### src/rtl/sda_fir_pkg.sv
// sda_fir_pkg: shared types and constants for the sda8fir control sequencer.
// Optional build macro honoured by the sequencer: SDA_SAT_EN (output clamping).
package sda_fir_pkg;

    // Default datapath geometry: 8-bit samples, 18-bit DA accumulator, 16-bit output.
    localparam int SDA_BITS  = 8;
    localparam int SDA_ACC_W = 18;
    localparam int SDA_OUT_W = 16;

    // Clamp limits for the default geometry, expressed at accumulator width so
    // they compare directly against the signed accumulator result.
    localparam logic signed [SDA_ACC_W-1:0] SDA_SAT_MAX = SDA_ACC_W'((1 << (SDA_OUT_W-1)) - 1);
    localparam logic signed [SDA_ACC_W-1:0] SDA_SAT_MIN = -SDA_ACC_W'(1 << (SDA_OUT_W-1));

    // Sequencer states: wait for a sample, stream its bits, hand off the result.
    typedef enum logic [1:0] {
        IDLE  = 2'd0,
        SHIFT = 2'd1,
        DRAIN = 2'd2
    } sda_state_e;

endpackage

### src/rtl/sda_fir_sequencer_serializer.sv
// sda_bit_serializer: holds the sample being streamed to the DA datapath,
// presents it LSB first and flags the final (sign) bit.
module sda_bit_serializer
    import sda_fir_pkg::*;
#(
    parameter int BITS = SDA_BITS
) (
    input  logic            clk,
    input  logic            rst,
    input  logic            load,
    input  logic            shift,
    input  logic [BITS-1:0] din,
    output logic            dbit,
    output logic            last
);

    localparam int CW = (BITS > 1) ? $clog2(BITS) : 1;

    logic [BITS-1:0] shreg;
    logic [CW-1:0]   bit_cnt;

    // Load a fresh sample, or walk the current one towards bit 0 one bit per cycle.
    always_ff @(posedge clk or posedge rst) begin
        if (rst) begin
            shreg   <= '0;
            bit_cnt <= '0;
        end else if (load) begin
            shreg   <= din;
            bit_cnt <= '0;
        end else if (shift) begin
            shreg   <= shreg >> 1;
            bit_cnt <= bit_cnt + 1'b1;
        end
    end

    assign dbit = shreg[0];
    // The last serial bit is the two's-complement sign bit.
    assign last = (bit_cnt == CW'(BITS-1));

endmodule

### src/rtl/sda_fir_sequencer.sv
// sda_fir_sequencer: control sequencer for the bit-serial distributed-arithmetic
// 8-tap FIR datapath. One buffered input sample, BITS serial cycles plus one
// hand-off cycle per sample, and a valid/ready output register.
// Build macro SDA_SAT_EN: clamp captured results to the output range and pulse
// sat_flag on clamping; when undefined the result is truncated (wraps).
module sda_fir_sequencer
    import sda_fir_pkg::*;
#(
    parameter int BITS  = SDA_BITS,
    parameter int ACC_W = SDA_ACC_W,
    parameter int OUT_W = SDA_OUT_W
) (
    input  logic                    clk,
    input  logic                    Rst,
    input  logic                    in_valid,
    input  logic signed [BITS-1:0]  in_data,
    output logic                    in_ready,
    output logic                    da_load,
    output logic                    da_bit,
    output logic                    da_acc_en,
    output logic                    da_msb,
    input  logic signed [ACC_W-1:0] da_result,
    output logic                    out_valid,
    output logic signed [OUT_W-1:0] out_data,
    input  logic                    out_ready,
    output logic                    sat_flag
);

    sda_state_e      state;
    logic            buf_valid;
    logic [BITS-1:0] buf_data;
    logic            accept;
    logic            cap_ok;
    logic            capture;
    logic            ser_bit;
    logic            ser_last;
    logic [OUT_W-1:0] cap_data;
    logic            cap_sat;

    // Input side: a single-entry buffer, free whenever it is empty.
    assign in_ready = ~buf_valid;
    assign accept   = in_valid & ~buf_valid;

    // The result register can take a new value if it is empty or being drained now.
    assign cap_ok  = ~out_valid | out_ready;
    assign capture = (state == DRAIN) & cap_ok;

    // A load either starts from IDLE or chains straight off a successful capture,
    // which is what gives the back-to-back rate of one sample per BITS+1 cycles.
    assign da_load   = buf_valid & ((state == IDLE) | capture);
    assign da_acc_en = (state == SHIFT);
    assign da_bit    = da_acc_en & ser_bit;
    assign da_msb    = da_acc_en & ser_last;

    sda_bit_serializer #(
        .BITS (BITS)
    ) u_ser (
        .clk   (clk),
        .rst   (Rst),
        .load  (da_load),
        .shift (da_acc_en),
        .din   (buf_data),
        .dbit  (ser_bit),
        .last  (ser_last)
    );

`ifdef SDA_SAT_EN
    localparam logic signed [ACC_W-1:0] SAT_MAX = ACC_W'((1 << (OUT_W-1)) - 1);
    localparam logic signed [ACC_W-1:0] SAT_MIN = -ACC_W'(1 << (OUT_W-1));

    // Clamp the accumulator into the signed output range, noting when it bites.
    always_comb begin
        cap_data = da_result[OUT_W-1:0];
        cap_sat  = 1'b0;
        if (da_result > SAT_MAX) begin
            cap_data = SAT_MAX[OUT_W-1:0];
            cap_sat  = 1'b1;
        end else if (da_result < SAT_MIN) begin
            cap_data = SAT_MIN[OUT_W-1:0];
            cap_sat  = 1'b1;
        end
    end
`else
    // Plain truncation: the upper accumulator bits are simply dropped.
    logic unused_res_hi;
    assign unused_res_hi = ^da_result[ACC_W-1:OUT_W];
    assign cap_data      = da_result[OUT_W-1:0];
    assign cap_sat       = 1'b0;
`endif

    // Sequencer state, input buffer and output register; the capture samples
    // da_result before the accompanying load clears the datapath accumulator.
    always_ff @(posedge clk or posedge Rst) begin
        if (Rst) begin
            state     <= IDLE;
            buf_valid <= 1'b0;
            buf_data  <= '0;
            out_valid <= 1'b0;
            out_data  <= '0;
            sat_flag  <= 1'b0;
        end else begin
            sat_flag <= capture & cap_sat;

            if (accept) begin
                buf_valid <= 1'b1;
                buf_data  <= in_data;
            end else if (da_load) begin
                buf_valid <= 1'b0;
            end

            if (capture) begin
                out_valid <= 1'b1;
                out_data  <= cap_data;
            end else if (out_ready) begin
                out_valid <= 1'b0;
            end

            case (state)
                IDLE:    if (buf_valid) state <= SHIFT;
                SHIFT:   if (ser_last)  state <= DRAIN;
                DRAIN:   if (capture)   state <= buf_valid ? SHIFT : IDLE;
                default: state <= IDLE;
            endcase
        end
    end

endmodule
### config.mk
export PLATFORM = sky130hd
export DESIGN_NAME = sda_fir_sequencer
export DESIGN_NICKNAME = d
export VERILOG_FILES = /design/src/rtl/sda_fir_pkg.sv /design/src/rtl/sda_fir_sequencer_serializer.sv /design/src/rtl/sda_fir_sequencer.sv
export SDC_FILE = /design/constraint.sdc
export NUM_CORES = 1
export LEC_CHECK = 0
export BUFFER_PORTS_ARGS = -buffer_cell sky130_fd_sc_hd__buf_2
export CORE_ASPECT_RATIO = 1.5
export CORE_MARGIN = 3
export CORE_UTILIZATION = 50
export CTS_BUF_LIST = sky130_fd_sc_hd__clkbuf_8
export CTS_CLUSTER_DIAMETER = 80
export DETAILED_ROUTE_END_ITERATION = 10
export PLACE_DENSITY = 0.78
export SLEW_MARGIN = 10
export SYNTH_ARGS = -nofsm -noshare
export SYNTH_HDL_FRONTEND = slang
export SYNTH_SLANG_ARGS = --single-unit
### constraint.sdc
create_clock -name clk -period 1.8 [get_ports clk]
set_input_delay 0.18 -clock clk [delete_from_list [all_inputs] [get_ports clk]]
set_output_delay 0.18 -clock clk [all_outputs]
set_load 0.005 [all_outputs]
==> flow_summary.toml <==
[clock_tree]
cts_made_buffers = 5
post_cts.repair.setup_buffers = 0
insertion_delay_ns = 0.28
cts-root-buf = "clkbuf_8"
cts_hold_buf = 0
cts_max_level = 2
cts_sinks = 39
ctsLongestPathBuffers = 2
cts_tree = "yes"
clk_pin_slew_ns = 0.06

[routing]
viasPerCell = 4.99
routed_wl_mm = 2.71
drc = 0
vias = 1017
dr.pass1.iters = 4
drt-initial-drc-count = 19
ant_nets = 0
routedWlPerCell_um = 13.3

[power_and_ir_drop]
combinationalPowerShare_pct = 38.7
p_switching_uw = 922
power.internal_uw = 2330
clkPwrFrac_pct = 15.4
p_leak_uw = 0.00104
ir_worst_vdd_uv = 1010
seqPwrFrac_pct = 45.9
p_per_area_mw_per_mm2 = 1590
p_sw_share_pct = 28.3

[grt]
grt_max_degree = 40
grt_usage_pct = 15.5
grt_pass1_vias = 1054
antenna_found_initial = 0
grt_pass1_wl_mm = 4.62
grt_overflow = 0

[logic_synthesis]
netlist_instances = 112
yosysTopAreaCell = "dfrtp_1"
synth-warning-count = 0
ys_seq_area_share_pct = 57.4
synth_top_area_share_pct = 57.4
ys_seq_elements = 39
syn-cell-area_mm2 = 0.00170
syn-num-nets = 144
ys_types = 25
postSynthAreaPerCell_um2 = 15.2
synthTopCellsByArea = "dfrtp_1 57%, mux2_1 13%, mux2_4 8.8%, mux2_2 6.0%, ha_1 1.5%"

[critical_path]
crit_type = "register to output port"
cp_cell_sequence = "nor2b_4, a211o_4, inv_2, buf_2"
rr_startpoint = "state[1]"
cp_max_fo = 10
arrival_ns = 1.48
slowest_stage = "a211o_4"
critPathTopFamily = "compound AO/OA/AOI/OAI gates"
cp-end-kind = "output port"
reg2regPathDepth = 4
cp-start-kind = "register"
cp_data_required_time_ns = 1.62
critical-path-max-stage-delay_ns = 0.42
regToRegSetupSlack_ns = 0.31
crit_buf_inv = 2
worstReg2RegEnd = "u_ser.shreg[6]"

[timing]
setup_tns_ns = 0
period_share_pct = 92.0
setup_viol_count_final = 0
maxSlewViolCount = 0
clock.fmax_mhz = 604
period_needed_ns = 1.66
fin_skew_ns = 0.00497
hold_viol = 0
rsz0062_at_grt = "false"

[cells_and_area]
finalNonFillerCells = 204
area_growth_pct = 20.1
fillers = 259
layout-drive-gt1-share_pct = 50.6
nets = 197
antenna_cells = 0

[die]
dieArea_mm2 = 0.00415
die_h_um = 77.4
ios = 53
start_util_pct = 52.8
coreArea_mm2 = 0.00322
die_x_um = 53.6
rows = 25

[run]
drv_cap = 0

[hold_path]
hold_class = "primary input to asynchronous set/reset pin"

[place]
place_hpwl_mm = 2.14
place_inst = 198
place.gp.congestion = 0.671
portBuffers = 49

[run_status]
outcome = "finished clean"
## kinds of logic after synthesis
group	after synthesis	synth area share, %
multiplexers	41	29.2
flip-flops	39	57.4
AND/OR/NAND/NOR	15	5.67
buffers and inverters	10	4.27
AO/OA/AOI/OAI	3	1.25
adder cells (fa/ha/maj)	2	1.47
other	1	0.221
XOR/XNOR	1	0.515
## metal layers
| metal | routed length (um) | GRT usage (%) |
|---|---|---|
| met3 | 228 | 5.18 |
| met2 | 1410 | 27.6 |
| met4 | 51 | 6.91 |
| met1 | 1020 | 15.4 |
| met5 | 0 | 0 |
## synth_stat cells
master / n
nor2b_1: 3
o21ai_0: 1
buf_4: 3
mux2_2: 9
nor2_4: 1
nand2b_1: 1
inv_2: 1
mux2_4: 10
nor2b_4: 1
inv_1: 3
clkbuf_1: 1
and2_2: 2
mux2i_1: 2
conb_1: 1
buf_6: 1
a211o_1: 1
buf_12: 1
nor2_1: 5
o21bai_1: 1
nand2b_2: 1
dfrtp_1: 39
xnor2_1: 1
ha_1: 2
mux2_1: 20
nand2_1: 1
## timing repair
action	CTS	global route
resized for setup	1	1
pin swaps	0	0
endpoints found under the setup margin	1	1
## per-stage QoR
| step | hold slack (ns) | setup slack, ns | power (uW) | util [%] | instance area (um^2) |
|---|---|---|---|---|---|
| after floorplan | 0.305 | 0.369 | 2420 | - | 1700 |
| after global placement | 0.312 | 0.300 | 2710 | 60.9 | 1960 |
| after detailed placement | 0.320 | 0.254 | 2790 | 60.9 | 1960 |
| after CTS | 0.0128 | 0.0479 | 3310 | 63.1 | 2030 |
| after global routing | 0.0432 | 0.0721 | 3530 | 63.4 | 2040 |
| final | 0.00297 | 0.144 | 3260 | 63.4 | 2040 |
## power groups by stage
stage | Sequential (uW) | Combinational [uW] | Clock [uW]
after floorplan | 1500 | 925 | 0
after global placement | 1490 | 1220 | 0
after detailed placement | 1520 | 1280 | 0
after CTS | 1500 | 1280 | 528
after global routing | 1550 | 1410 | 566
final | 1500 | 1260 | 502
## how the worst max path moves through the flow
stage	from	end	slack (ns)	depth (start not counted)
6_report	out_valid	da_load	0.14	4
5_1_grt	out_valid	da_load	0.07	4
4_1_cts	out_valid	da_load	0.05	4
3_5_place_dp	out_valid	u_ser.shreg[4]	0.25	3
3_3_place_gp	out_valid	u_ser.shreg[7]	0.30	3
2_1_floorplan	state[1]	u_ser.shreg[0]	0.37	5
## placed cells by master (no fill, tap or decap)
master    synthesis  routed
mux2_4           10      10
inv_1             3       4
a211o_4           0       1
nand2_1           1       1
mux2_1           20      20
and2_2            2       2
nand2b_1          1       1
buf_4             3       3
nor2_1            5       5
o21ai_0           1       1
inv_2             1       1
nor2b_1           3       3
xnor2_1           1       1
dfrtp_1          39      39
mux2i_1           2       2
ha_1              2       2
nand2b_2          1       1
clkbuf_8          0       5
nor2b_4           1       1
o21bai_1          1       1
conb_1            1       1
nor2_4            1       1
buf_2             0      49
mux2_2            9       9
## sequential cells by signal (all words and copies together), names as in the netlist
register	cells
out_data	16
buf_data	8
u_ser.shreg	8
u_ser.bit_cnt	3
state	2
buf_valid	1
out_valid	1
## worst reg2reg max path: stages (launching register included)
cell and delay (ns):
dfrtp_1 0.41, nor2b_1 0.12, buf_4 0.23, mux2_1 0.36
mux2_4 0.26
## final cells by class
class	count	area, um^2	share of cell area, %
clock buffer	5	68.8	3.37
clock inverter	1	3.75	0.184
inverter	4	15.0	0.735
multi-input combinational	63	661	32.4
sequential	39	976	47.8
tap	40	50.0	2.45
timing repair buffer	52	268	13.1
Note: power is estimated with default switching activity, not from simulation.
